`config.mk`:
```
export PLATFORM = sky130hd
export DESIGN_NAME = div_module_flat
export DESIGN_NICKNAME = d
export VERILOG_FILES = /design/src/rtl/div_module_pkg.sv /design/src/rtl/div_module_if.sv /design/src/rtl/div_module_step.sv /design/src/rtl/div_module.sv /design/src/flat_wrapper.sv
export SDC_FILE = /design/constraint.sdc
export NUM_CORES = 1
export LEC_CHECK = 0
export ABC_AREA = 1
export CAP_MARGIN = 20
export CORE_MARGIN = 2
export CORE_UTILIZATION = 59
export CTS_CLUSTER_SIZE = 24
export DETAILED_ROUTE_END_ITERATION = 16
export PLACE_DENSITY = 0.9
export RECOVER_POWER = 50
export SYNTH_ARGS = -nofsm -noshare
export SYNTH_HDL_FRONTEND = slang
export SYNTH_SLANG_ARGS = --single-unit
```
`constraint.sdc`:
```
create_clock -name clock -period 3.5 [get_ports clock]
set_input_delay 0.7 -clock clock [delete_from_list [all_inputs] [get_ports clock]]
set_output_delay 0.7 -clock clock [all_outputs]
set_load 0.01 [all_outputs]
```
`src/rtl/div_module_pkg.sv`:
```
// div_module_pkg: shared widths and FSM state type for the iterative divider.
//   DIV_WIDTH_A : dividend / quotient width
//   DIV_WIDTH_B : divisor width (sign-extended to DIV_WIDTH_A internally)
//   DIV_CNT_W   : iteration counter width, 2**DIV_CNT_W >= DIV_WIDTH_A
//   div_state_e : IDLE / RUN / DONE
package div_module_pkg;

  localparam int unsigned DIV_WIDTH_A = 32;
  localparam int unsigned DIV_WIDTH_B = 16;
  localparam int unsigned DIV_CNT_W   = 5;

  typedef enum logic [1:0] {
    DIV_IDLE = 2'd0,
    DIV_RUN  = 2'd1,
    DIV_DONE = 2'd2
  } div_state_e;

endpackage

```
`src/rtl/div_module_if.sv`:
```
// div_module_if: operand / ctrl / RDY handshake shared with the multiplier.
//   data_operandA  : signed dividend            (master -> slave)
//   data_operandB  : signed divisor             (master -> slave)
//   ctrl_DIV       : start request              (master -> slave)
//   data_result    : signed quotient            (slave -> master)
//   data_exception : divide-by-zero / overflow  (slave -> master)
//   data_inputRDY  : idle, ready for ctrl_DIV   (slave -> master)
//   data_resultRDY : one-cycle result valid     (slave -> master)
interface div_module_if #(
  parameter int unsigned WIDTH_A = 32,
  parameter int unsigned WIDTH_B = 16
) ();

  logic [WIDTH_A-1:0] data_operandA;
  logic [WIDTH_B-1:0] data_operandB;
  logic               ctrl_DIV;
  logic [WIDTH_A-1:0] data_result;
  logic               data_exception;
  logic               data_inputRDY;
  logic               data_resultRDY;

  modport master (
    output data_operandA, data_operandB, ctrl_DIV,
    input  data_result, data_exception, data_inputRDY, data_resultRDY
  );

  modport slave (
    input  data_operandA, data_operandB, ctrl_DIV,
    output data_result, data_exception, data_inputRDY, data_resultRDY
  );

endinterface

```
`src/rtl/div_module_step.sv`:
```
// div_step: one restoring-division iteration (combinational).
//   rem      : current partial remainder
//   dvd_bit  : next dividend bit shifted into the remainder
//   mag_b    : divisor magnitude
//   rem_next : remainder after the trial subtract / restore
//   q_bit    : quotient bit produced by this iteration
module div_step #(
  parameter int unsigned WIDTH = 32
) (
  input  logic [WIDTH-1:0] rem,
  input  logic             dvd_bit,
  input  logic [WIDTH-1:0] mag_b,
  output logic [WIDTH-1:0] rem_next,
  output logic             q_bit
);

  logic [WIDTH-1:0] rem_shift;
  logic [WIDTH:0]   trial;

  always_comb begin
    rem_shift = {rem[WIDTH-2:0], dvd_bit};
    trial     = {1'b0, rem_shift} - {1'b0, mag_b};
    // A set rem MSB means the shifted value overflowed WIDTH bits and is
    // certainly >= mag_b; the low WIDTH bits of the difference stay exact.
    q_bit     = rem[WIDTH-1] | ~trial[WIDTH];
    rem_next  = q_bit ? trial[WIDTH-1:0] : rem_shift;
  end

endmodule

```
`src/rtl/div_module.sv`:
```
// div_module: iterative signed divider, restoring algorithm, one quotient
// bit per cycle. Quotient truncates toward zero.
//   clock   : rising-edge clock
//   reset_n : asynchronous active-low reset
//   div_bus : slave side of div_module_if (operands, ctrl_DIV, result, RDYs)
// A normal division takes 32 RUN cycles followed by a one-cycle DONE pulse;
// divide-by-zero and the -2^31 / -1 overflow go straight to DONE.
module div_module
  import div_module_pkg::*;
#(
  parameter int unsigned WIDTH_A = DIV_WIDTH_A,
  parameter int unsigned WIDTH_B = DIV_WIDTH_B,
  parameter int unsigned CNT_W   = DIV_CNT_W
) (
  input  logic         clock,
  input  logic         reset_n,
  div_module_if.slave  div_bus
);

  div_state_e         state, state_next;
  logic [CNT_W-1:0]   cnt;
  logic [WIDTH_A-1:0] rem;
  logic [WIDTH_A-1:0] dvd;       // dividend shifts out, quotient shifts in
  logic [WIDTH_A-1:0] mag_b;
  logic               sign_q;
  logic [WIDTH_A-1:0] result_q;
  logic               exc_q;

  logic [WIDTH_A-1:0] a_in, b_ext, abs_a, abs_b;
  logic [WIDTH_A-1:0] rem_next, q_final, q_signed;
  logic               q_bit, start_exc, last_iter;

  always_comb begin
    a_in      = div_bus.data_operandA;
    b_ext     = {{(WIDTH_A-WIDTH_B){div_bus.data_operandB[WIDTH_B-1]}},
                 div_bus.data_operandB};
    abs_a     = a_in[WIDTH_A-1]  ? ('0 - a_in)  : a_in;
    abs_b     = b_ext[WIDTH_A-1] ? ('0 - b_ext) : b_ext;
    start_exc = (b_ext == '0) ||
                ((a_in == {1'b1, {(WIDTH_A-1){1'b0}}}) && (b_ext == '1));
    last_iter = (cnt == CNT_W'(WIDTH_A-1));
    q_final   = {dvd[WIDTH_A-2:0], q_bit};
    q_signed  = sign_q ? ('0 - q_final) : q_final;
  end

  div_step #(.WIDTH(WIDTH_A)) u_step (
    .rem      (rem),
    .dvd_bit  (dvd[WIDTH_A-1]),
    .mag_b    (mag_b),
    .rem_next (rem_next),
    .q_bit    (q_bit)
  );

  always_ff @(posedge clock or negedge reset_n) begin
    if (!reset_n) state <= DIV_IDLE;
    else          state <= state_next;
  end

  always_comb begin
    state_next = state;
    case (state)
      DIV_IDLE: if (div_bus.ctrl_DIV) state_next = start_exc ? DIV_DONE : DIV_RUN;
      DIV_RUN:  if (last_iter)        state_next = DIV_DONE;
      DIV_DONE:                       state_next = DIV_IDLE;
      default:                        state_next = DIV_IDLE;
    endcase
  end

  always_ff @(posedge clock or negedge reset_n) begin
    if (!reset_n) begin
      cnt      <= '0;
      rem      <= '0;
      dvd      <= '0;
      mag_b    <= '0;
      sign_q   <= 1'b0;
      result_q <= '0;
      exc_q    <= 1'b0;
    end else begin
      case (state)
        DIV_IDLE: begin
          if (div_bus.ctrl_DIV) begin
            cnt      <= '0;
            rem      <= '0;
            dvd      <= abs_a;
            mag_b    <= abs_b;
            sign_q   <= a_in[WIDTH_A-1] ^ div_bus.data_operandB[WIDTH_B-1];
            result_q <= '0;
            exc_q    <= start_exc;
          end
        end
        DIV_RUN: begin
          rem <= rem_next;
          dvd <= q_final;
          cnt <= cnt + CNT_W'(1);
          if (last_iter) result_q <= q_signed;
        end
        default: ;
      endcase
    end
  end

  assign div_bus.data_result    = result_q;
  assign div_bus.data_exception = exc_q;
  assign div_bus.data_inputRDY  = (state == DIV_IDLE);
  assign div_bus.data_resultRDY = (state == DIV_DONE);

endmodule

```
`src/flat_wrapper.sv`:
```
// flat-port wrapper written by rule: the top's interface ports become plain ports
module div_module_flat import div_module_pkg::*;
#(
  parameter int unsigned WIDTH_A = DIV_WIDTH_A,
  parameter int unsigned WIDTH_B = DIV_WIDTH_B,
  parameter int unsigned CNT_W   = DIV_CNT_W
)
  (clock, reset_n, div_bus_data_operandA, div_bus_data_operandB, div_bus_ctrl_DIV, div_bus_data_result, div_bus_data_exception, div_bus_data_inputRDY, div_bus_data_resultRDY);
  div_module_if #(.WIDTH_A(WIDTH_A), .WIDTH_B(WIDTH_B)) div_bus_i ();
  input  logic clock;
  input  logic reset_n;
  input wire logic [$bits(div_bus_i.data_operandA)-1:0] div_bus_data_operandA;
  input wire logic [$bits(div_bus_i.data_operandB)-1:0] div_bus_data_operandB;
  input wire logic [$bits(div_bus_i.ctrl_DIV)-1:0] div_bus_ctrl_DIV;
  output wire logic [$bits(div_bus_i.data_result)-1:0] div_bus_data_result;
  output wire logic [$bits(div_bus_i.data_exception)-1:0] div_bus_data_exception;
  output wire logic [$bits(div_bus_i.data_inputRDY)-1:0] div_bus_data_inputRDY;
  output wire logic [$bits(div_bus_i.data_resultRDY)-1:0] div_bus_data_resultRDY;
  assign div_bus_i.data_operandA = div_bus_data_operandA;
  assign div_bus_i.data_operandB = div_bus_data_operandB;
  assign div_bus_i.ctrl_DIV = div_bus_ctrl_DIV;
  assign div_bus_data_result = div_bus_i.data_result;
  assign div_bus_data_exception = div_bus_i.data_exception;
  assign div_bus_data_inputRDY = div_bus_i.data_inputRDY;
  assign div_bus_data_resultRDY = div_bus_i.data_resultRDY;
  div_module #(.WIDTH_A(WIDTH_A), .WIDTH_B(WIDTH_B), .CNT_W(CNT_W)) u_core (.clock(clock), .reset_n(reset_n), .div_bus(div_bus_i));
endmodule
```
# After elaboration in Yosys (flattened, before gate mapping)
# Cells that the tools add are included.
word_totals:
  in_bits: 51
  elab_cells: 48
  reg_bits: 137
  out_inout_bits: 35
op_classes:
  n_addsub: 5
  eq_ne: 7
  n_mux: 16
  n_reduce_logical: 9
  bitwise_logic: 3
ops:
  columns: ["operator", "count"]
  rows:
  - ["2-to-1 mux 32 bit", 7]
  - ["case mux 32 bit (2 select lines)", 3]
  - ["equality test 32 bit (second input constant)", 2]
  - ["subtractor 1 x 32 -> 32 bit (first input constant)", 2]
  - ["subtractor 32 x 32 -> 33 bit", 1]
  - ["logical NOT 32 bit", 1]
  - ["subtractor 1 x 16 -> 17 bit (first input constant)", 1]
  - ["case mux 5 bit (2 select lines)", 1]
  - ["2-to-1 mux 2 bit", 3]
  - ["AND reduction 2 bit", 3]
  - ["adder 5 x 1 -> 5 bit (second input constant)", 1]
  - ["equality test 5 bit (second input constant)", 1]
  - ["2-to-1 mux 5 bit", 1]
  - ["case mux 2 bit (2 select lines)", 1]
  - ["AND reduction 3 bit", 1]
  - ["equality test 2 x 1 -> 1 bit (second input constant)", 1]
  - ["equality test 2 bit (second input constant)", 1]
  - ["logical NOT 2 bit", 1]
  - ["!= test 2 x 1 -> 1 bit (second input constant)", 1]
  - ["!= test 2 bit (second input constant)", 1]
  - ["nonzero test 2 bit", 1]
  - ["logical AND 1 bit", 1]
  - ["logical OR 1 bit", 1]
  - ["NOT 1 bit", 1]
  - ["other kinds (2)", 2]

# Longest topological paths before layout
# Gate-level depths: netlist (run 1).
logic_depth:
  word_depth: 7
  mapped_depth: 27
  mapped_depth_nobuf: 27

# Hierarchy
# Synthesis (run 1) repeated with hierarchy kept, for this count alone.
unflattened:
  hier_cells: 1611
  hier_area_um2: 10167.3
by_module_without_submodules:
  columns: ["module", "area_per_inst_um2", "seq_area_each_um2", "cells_per_inst", "instances"]
  rows:
  - ["div_module", 7041.8, 3052.9, 939, 1]
  - ["div_step", 3125.5, 0.0, 672, 1]

# Least setup slack after synthesis (run 1)
# No wires, ideal clock.
synth_timing:
  path_kind: "reg-to-reg"
  start: "register u_core.mag_b[30]"
  end: "register u_core.result_q[28] (netlist: u_core.div_bus.data_result[28])"
  path_slack_ns: 0.356
  path_stages_with_launch: 22
  period_less_slack_ns: 3.144
  t_arrival_ns: 3.021
  setup_ns: 0.123
  path_buffers: 0
  required_time_ns: 3.377
  path_cell_list: "dfrtp_1 -> inv_1 -> ha_1 -> nand2_2 -> nor2_2 -> and2_2 -> and3_1 -> nand2_2 -> nand2_4 -> inv_1 -> ha_1 -> inv_1 -> nor3_1 -> nand2_1 -> inv_1 -> nand2_1 -> inv_1 -> nand3_1 -> o21ai_0 -> nand2_1 -> o21ai_0 -> nand2_1"
synth_between:
  elab_chain_len: 7
synth_lines:
  columns: ["item", "line", "source"]
  rows:
  - ["start, declared", "div_module.sv:24", "logic [WIDTH_A-1:0] mag_b;"]
  - ["start signal, assigned", "div_module.sv:85", "mag_b <= abs_b;"]
  - ["subtractor 32 x 32 -> 33 bit", "div_module_step.sv:22", "trial = {1'b0, rem_shift} - {1'b0, mag_b};"]
  - ["NOT 1 bit", "div_module_step.sv:25", "q_bit = rem[WIDTH-1] | ~trial[WIDTH];"]
  - ["bitwise OR 1 bit", "div_module_step.sv:25", null]
  - ["subtractor 1 x 32 -> 32 bit", "div_module.sv:43", "q_signed = sign_q ? ('0 - q_final) : q_final;"]
  - ["2-to-1 mux 32 bit", "div_module.sv:43", null]
  - ["2-to-1 mux 32 bit", "div_module.sv:95", "if (last_iter) result_q <= q_signed;"]
  - ["case mux 32 bit (2 select lines)", "div_module.sv:79", "case (state)"]
  - ["end signal, assigned", "div_module.sv:95", null]
  - ["end, declared", "div_module.sv:26", "logic [WIDTH_A-1:0] result_q;"]
# Every way passes these cells. The select of a mux whose other input is x is not followed.
# A chain may end at the register's enable or synchronous reset.

# Worst setup path after layout (run 1)
layout_timing:
  start: "register u_core.mag_b[0]"
  end: "register u_core.result_q[26] (netlist: u_core.div_bus.data_result[26])"
# Same word-level chain as after synthesis.

==> results.py, run 1 <==
metrics = {
    "synthesis": {
        "synth_area_um2": 9040,
        "synth_edf_count": 0,
        "synthCells": 1315,
        "synth_area_leaders": "dfrtp_1 (34%), nand2_1 (15%), o21ai_0 (8.1%)",
        "synth_seq_area_share": 0.338,
        "async_reset_ff_frac": 1.00,
        "yosysWarnings": 0,
        "synth_fp_nets": 1405,
        "synth_top_area_share": 0.338,
        "synth-main-ff-cell": "dfrtp_1",
        "synth.largest_area_cell": "dfrtp_1",
        "synth_seq_cells": 122,
        "synth_cell_type_count": 49,
        "avgSynthCellArea_um2": 6.87,
    },
    "place": {
        "numPortBuffers": 85,
        "hpwl_um": 18500,
        "routabilityCongestion": 0.966,
        "place_area_um2": 10100,
        "post-place-ws_ns": 0.304,
    },
    "clocking": {
        "cts.clk_slew.worst_paths_ns": 0.06,
        "cts.sinks": 122,
        "cts_tree": "done",
        "root_buffer": "clkbuf_16",
        "clk_latency_ns": 0.43,
        "cts_inserted_buffers": 17,
        "cts-hold-fix-buffers": 0,
        "htree_levels": 4,
        "clockBufferDepth": 2,
    },
    "drt": {
        "met3WireLength_um": 2450,
        "ant_nets": 0,
        "avgRoutedWirePerCell_um": 16.1,
        "drc": 0,
        "wl_met1_um": 11200,
        "first_pass_iters": 8,
        "routed_wl_um": 25600,
        "top_layer": "met4",
        "drt-initial-drc-count": 949,
        "via_per_inst": 5.84,
        "route.met2.wl_um": 11400,
        "num_vias": 9324,
    },
    "final_layout": {
        "areaGrowthSynthToFinish_pct": 17.4,
        "drive_above_1_share": 0.0511,
        "layout_commonest_cell": "nand2_1",
        "seq_area_um2": 3050,
        "fin_area_um2": 10600,
        "final_core_util": 0.703,
        "layout_common_cells": "nand2_1 (358), inv_1 (148), o21ai_0 (146)",
        "nNetsFinal": 1485,
        "multi_input_area_um2": 5220,
        "antennaDiodeCount": 0,
        "fill_cells": 1191,
    },
    "timing": {
        "fin_crit_ns": 3.15,
        "worstMarginPinSlew_ns": 2.13,
        "post-route-period-util": 0.900,
        "rsz0062_at_grt": "false",
        "setup_violations": 0,
        "max_freq_ghz": 0.317,
        "fin_hold_ws_ns": 0.475,
        "maxSlewHeadroom": -0.418,
        "setup_slack_ns": 0.348,
        "finClkSkew_ns": 0.00891,
        "drv_slew": 123,
        "hold_viol_final": 0,
        "setup_tns_ns": 0,
    },
    "critical_path": {
        "path_buf_inv": 5,
        "cp-start-kind": "register",
        "cpLargestDelayFamily": "simple AND/OR/NAND/NOR gates",
        "crit_required_ns": 3.82,
        "crit_fanout": 3,
        "cp-end-kind": "register",
        "crit_path_top_delay_cell": "dfrtp_1",
        "worstPathArrival_ns": 3.47,
        "cp_common_cell": "nand2_1",
        "max_stage_delay_ns": 0.41,
        "ff2ff_setup_slack_ns": 0.35,
        "critPathKind": "reg -> reg",
    },
    "global_route": {
        "grtUsageTotal": 0.325,
        "grt_pass1_wl_um": 42600,
        "grt_max_degree": 66,
        "overflow": 0,
        "antenna_found_initial": 0,
        "grt_pass1_vias": 8795,
    },
    "run_status": {
        "status": "finished, violations left",
        "violations": "capacitance limit, slew limit",
    },
    "die": {
        "fp.dieH_um": 128,
        "die_area_um2": 16300,
        "initial_core_util": 0.599,
        "io_pins": 86,
        "core_um2": 15100,
        "rows": 45,
        "chipWidth_um": 128,
    },
    "run": {
        "cap_violations": 2,
    },
    "hold_path": {
        "holdCritPathClass": "reg -> reg",
    },
    "power_and_ir_drop": {
        "peakVddDrop_mv": 0.619,
        "leakage_nw": 5.06,
        "power-per-cell-area_nw_per_um2": 986,
    },
}
==> worst paths after layout <==
path	from	to	cells past startpoint
max	u_core.mag_b[0]$_DFFE_PN0P_	u_core.div_bus.data_result[26]$_DFFE_PN0P_	26
min	u_core.div_bus.data_result[29]$_DFFE_PN0P_	u_core.div_bus.data_result[29]$_DFFE_PN0P_	2
max reg2reg	u_core.mag_b[0]$_DFFE_PN0P_	u_core.div_bus.data_result[26]$_DFFE_PN0P_	26
min reg2reg	u_core.div_bus.data_result[29]$_DFFE_PN0P_	u_core.div_bus.data_result[29]$_DFFE_PN0P_	2
max in group asynchronous	reset_n	u_core.div_bus.data_result[21]$_DFFE_PN0P_	2
min in group asynchronous	reset_n	u_core.mag_b[11]$_DFFE_PN0P_	1
==> metrics by stage <==
stage	power (mW)	instances
3_5_place_dp	8.52	1562
5_1_grt	11.4	1596
6_report	10.5	1596
2_1_floorplan	7.04	1315
4_1_cts	10.3	1594
3_3_place_gp	8.33	1562
==> routing by layer <==
metal  global-route usage  vias to the layer above
met2                0.497                      457
met1                0.461                     4288
met5                    0                        -
met4                0.115                        0
met3               0.0630                       62
li1                     -                     4517
==> sequential cells by signal, summed over array words and instances, names as in the netlist <==
name                           count
u_core.mag_b                      17
u_core.sign_q                      1
u_core.div_bus.data_exception      1
u_core.dvd                        32
u_core.cnt                         5
u_core.div_bus.data_result        32
u_core.rem                        32
u_core.state                       2
==> Yosys cell counts (8+ instances only) <==
library cell,n
a22oi_1,13
ha_1,38
nor2_1,110
nand3_1,64
dfrtp_1,122
nand2_1,358
inv_1,148
o21bai_1,8
xor2_1,36
o21ai_1,10
o211ai_1,11
clkbuf_1,30
xnor2_1,17
nand4_1,23
nor3_1,25
o21ai_0,147
a21oi_1,70
==> area by class of cell <==
| cell class | instances | area share |
|---|---|---|
| Inverter | 152 | 0.0538 |
| Clock inverter | 13 | 0.0113 |
| Timing Repair Buffer | 103 | 0.0916 |
| Multi-Input combinational cell | 999 | 0.492 |
| Sequential cell | 122 | 0.288 |
| Clock buffer | 19 | 0.0417 |
| Tap cell | 188 | 0.0222 |
==> cell families after synthesis <==
logic type,Yosys count,synth area share
xor gates and xnor gates,53,0.0514
buffers and inverters,194,0.0849
DFF,122,0.338
AOI/OAI and AO/OA,295,0.187
and+or+nand+nor,612,0.284
adders and majority gates,39,0.0548
==> report_power, final <==
part	switching, mW	internal (mW)
Combinational	4.05	2.25
Sequential	0.506	1.97
Clock	0.692	0.997
Total	5.25	5.22
==> worst min-delay path: cells and delay by family (launching register included) <==
family           cells  cell delay, ns
AND/OR/NAND/NOR      2            0.11
flip-flops           1            0.33
==> timing repair <==
action / in CTS / in global routing
hold endpoints to repair: 0 / 0
resized for setup: 0 / 2
setup buffers: 0 / 2
endpoints found under the setup margin: 0 / 3
Power figures use the tool's default switching activity.
==> run 2: changes to the inputs <==
--- a/config.mk
+++ b/config.mk
@@ -7,11 +7,13 @@
 export LEC_CHECK = 0
 export ABC_AREA = 1
 export CAP_MARGIN = 20
+export CELL_PAD_IN_SITES_DETAIL_PLACEMENT = 2
+export CELL_PAD_IN_SITES_GLOBAL_PLACEMENT = 2
 export CORE_MARGIN = 2
-export CORE_UTILIZATION = 59
+export CORE_UTILIZATION = 33
 export CTS_CLUSTER_SIZE = 24
 export DETAILED_ROUTE_END_ITERATION = 16
-export PLACE_DENSITY = 0.9
+export PLACE_DENSITY = 0.89
 export RECOVER_POWER = 50
 export SYNTH_ARGS = -nofsm -noshare
 export SYNTH_HDL_FRONTEND = slang
==> constraint.sdc (replaced) <==
create_clock -name clock -period 3.24 [get_ports clock]
set_input_delay 0.648 -clock clock [delete_from_list [all_inputs] [get_ports clock]]
set_output_delay 0.648 -clock clock [all_outputs]
set_load 0.01 [all_outputs]
==> results.py, run 2 (same netlist as run 1, synthesis figures left out) <==
metrics = {
    "drt": {
        "routed_wl_um": 51800,
        "ant_nets": 0,
        "drc": 0,
        "first_pass_iters": 5,
        "avgRoutedWirePerCell_um": 28.9,
        "via_per_inst": 6.15,
        "drt-initial-drc-count": 1059,
        "num_vias": 11000,
    },
    "timing": {
        "setup_slack_ns": -0.235,
        "drv_slew": 38,
        "fin_crit_ns": 3.48,
        "max_freq_ghz": 0.288,
        "setup_violations": 12,
        "maxSlewHeadroom": -0.646,
        "hold_viol_final": 0,
        "setup_tns_ns": -1.16,
        "finClkSkew_ns": 0.0207,
        "rsz0062_at_grt": "true",
        "worstMarginPinSlew_ns": 2.47,
        "post-route-period-util": 1.07,
    },
    "die": {
        "die_area_um2": 28700,
        "initial_core_util": 0.335,
        "io_pins": 86,
        "fp.dieH_um": 169,
        "core_um2": 27000,
        "chipWidth_um": 169,
        "rows": 60,
    },
    "hold_path": {
        "holdCritPathClass": "reg -> reg",
    },
    "critical_path": {
        "cpLargestDelayFamily": "simple AND/OR/NAND/NOR gates",
        "crit_chain": "clkinv_4 -> buf_12 -> ha_4 -> nand2_2 -> nand2_2 -> inv_2 -> nor2_1 -> nor2_1 -> nand2_2 -> a21oi_4 -> nand2_4 -> inv_4 -> ha_4 -> inv_2 -> nor3_2 -> nand2_1 -> inv_2 -> nand2_1 -> inv_2 -> nand3_4 -> o21ai_4 -> buf_4 -> xor2_1 -> o21ai_1",
        "crit_fanout": 7,
        "cp_common_cell": "inv_2",
        "path_buf_inv": 8,
        "crit_required_ns": 3.55,
        "critPathKind": "reg -> reg",
        "crit_path_top_delay_cell": "dfrtp_2",
        "cp-start-kind": "register",
        "max_stage_delay_ns": 0.43,
        "ff2ff_setup_slack_ns": -0.24,
        "cp-end-kind": "register",
        "worstPathArrival_ns": 3.79,
    },
    "global_route": {
        "grtUsageTotal": 0.327,
        "grt_pass1_vias": 11700,
        "grt_pass1_wl_um": 71500,
        "antenna_found_initial": 0,
        "overflow": 0,
        "grt_max_degree": 57,
    },
    "power_and_ir_drop": {
        "power-per-cell-area_nw_per_um2": 1280,
        "peakVddDrop_mv": 0.545,
        "leakage_nw": 5.35,
        "power_mw": 15.0,
    },
    "run_status": {
        "status": "finished, violations left",
        "violations": "capacitance limit, slew limit, setup timing",
    },
    "clocking": {
        "cts_tree": "done",
        "clockBufferDepth": 2,
        "root_buffer": "clkbuf_16",
        "htree_levels": 4,
        "cts-hold-fix-buffers": 0,
        "clk_latency_ns": 0.46,
        "cts.sinks": 122,
        "cts_inserted_buffers": 17,
        "cts.clk_slew.worst_paths_ns": 0.07,
    },
    "place": {
        "routabilityCongestion": 0.907,
        "hpwl_um": 28600,
        "numPortBuffers": 85,
        "place_area_um2": 10400,
    },
    "final_layout": {
        "layout_commonest_cell": "nand2_1",
        "areaGrowthSynthToFinish_pct": 29.7,
        "drive_above_1_share": 0.139,
        "nNetsFinal": 1530,
        "fill_cells": 3009,
        "fin_area_um2": 11700,
        "antennaDiodeCount": 0,
        "layout_common_cells": "nand2_1 (326), inv_1 (140), o21ai_0 (140)",
    },
    "run": {
        "cap_violations": 1,
    },
}
run 2: worst paths after layout:
kind | end | from | cells after the start
worst max-delay path | u_core.div_bus.data_result[24]$_DFFE_PN0P_ | u_core.mag_b[30]$_DFFE_PN0P_ | 24
worst min-delay path | u_core.div_bus.data_result[27]$_DFFE_PN0P_ | u_core.div_bus.data_result[27]$_DFFE_PN0P_ | 2
worst max register to register | u_core.div_bus.data_result[24]$_DFFE_PN0P_ | u_core.mag_b[30]$_DFFE_PN0P_ | 24
worst min register to register | u_core.div_bus.data_result[27]$_DFFE_PN0P_ | u_core.div_bus.data_result[27]$_DFFE_PN0P_ | 2
max in group asynchronous | u_core.dvd[22]$_DFFE_PN0P_ | reset_n | 2
min in group asynchronous | u_core.mag_b[13]$_DFFE_PN0P_ | reset_n | 1
run 2: metrics by stage:
step	hold slack, ns	std cells	setup WS (ns)	utilization
4_1_cts	0.224	1775	0.00614	0.420
3_3_place_gp	0.467	1739	0.144	0.387
2_1_floorplan	0.352	1315	0.0961	-
3_5_place_dp	0.475	1739	-0.131	0.387
5_1_grt	0.519	1791	-0.329	0.435
6_report	0.486	1791	-0.235	0.435
run 2: layer usage:
layer	track usage	routed length, µm	vias up
li1	-	-	4589
met1	0.392	20000	5526
met2	0.579	25000	638
met3	0.0501	3580	256
met4	0.143	3250	0
met5	0	0	-
run 2: tightest hold or removal path, cell delays in order, from the launching register on:
cell and delay [ns]:
dfrtp_1 0.35, nand2_1 0.06, nand2_1 0.05
run 2: layout make-up:
class / instances / area (µm²) / share of cell area
sequential: 122 / 3050 / 0.261
timing repair buffer: 148 / 1360 / 0.116
inverter: 152 / 578 / 0.0493
multi-input combinational: 999 / 5730 / 0.489
tap: 341 / 427 / 0.0364
clock inverter: 10 / 119 / 0.0101
clock buffer: 19 / 453 / 0.0387
run 2: power by group:
group	total [mW]	internal, mW	switching (mW)
Combinational	10.0	3.23	6.77
Clock	2.07	1.16	0.910
Sequential	2.96	2.12	0.836
Total	15.0	6.52	8.52
run 2: what timing repair did:
item | 4_1_cts | 5_1_grt
endpoints found under the setup margin | 13 | 20
gates resized for setup | 51 | 69
pin swaps | 8 | 28
gates cloned | 1 | 0
buffers inserted | 6 | 16
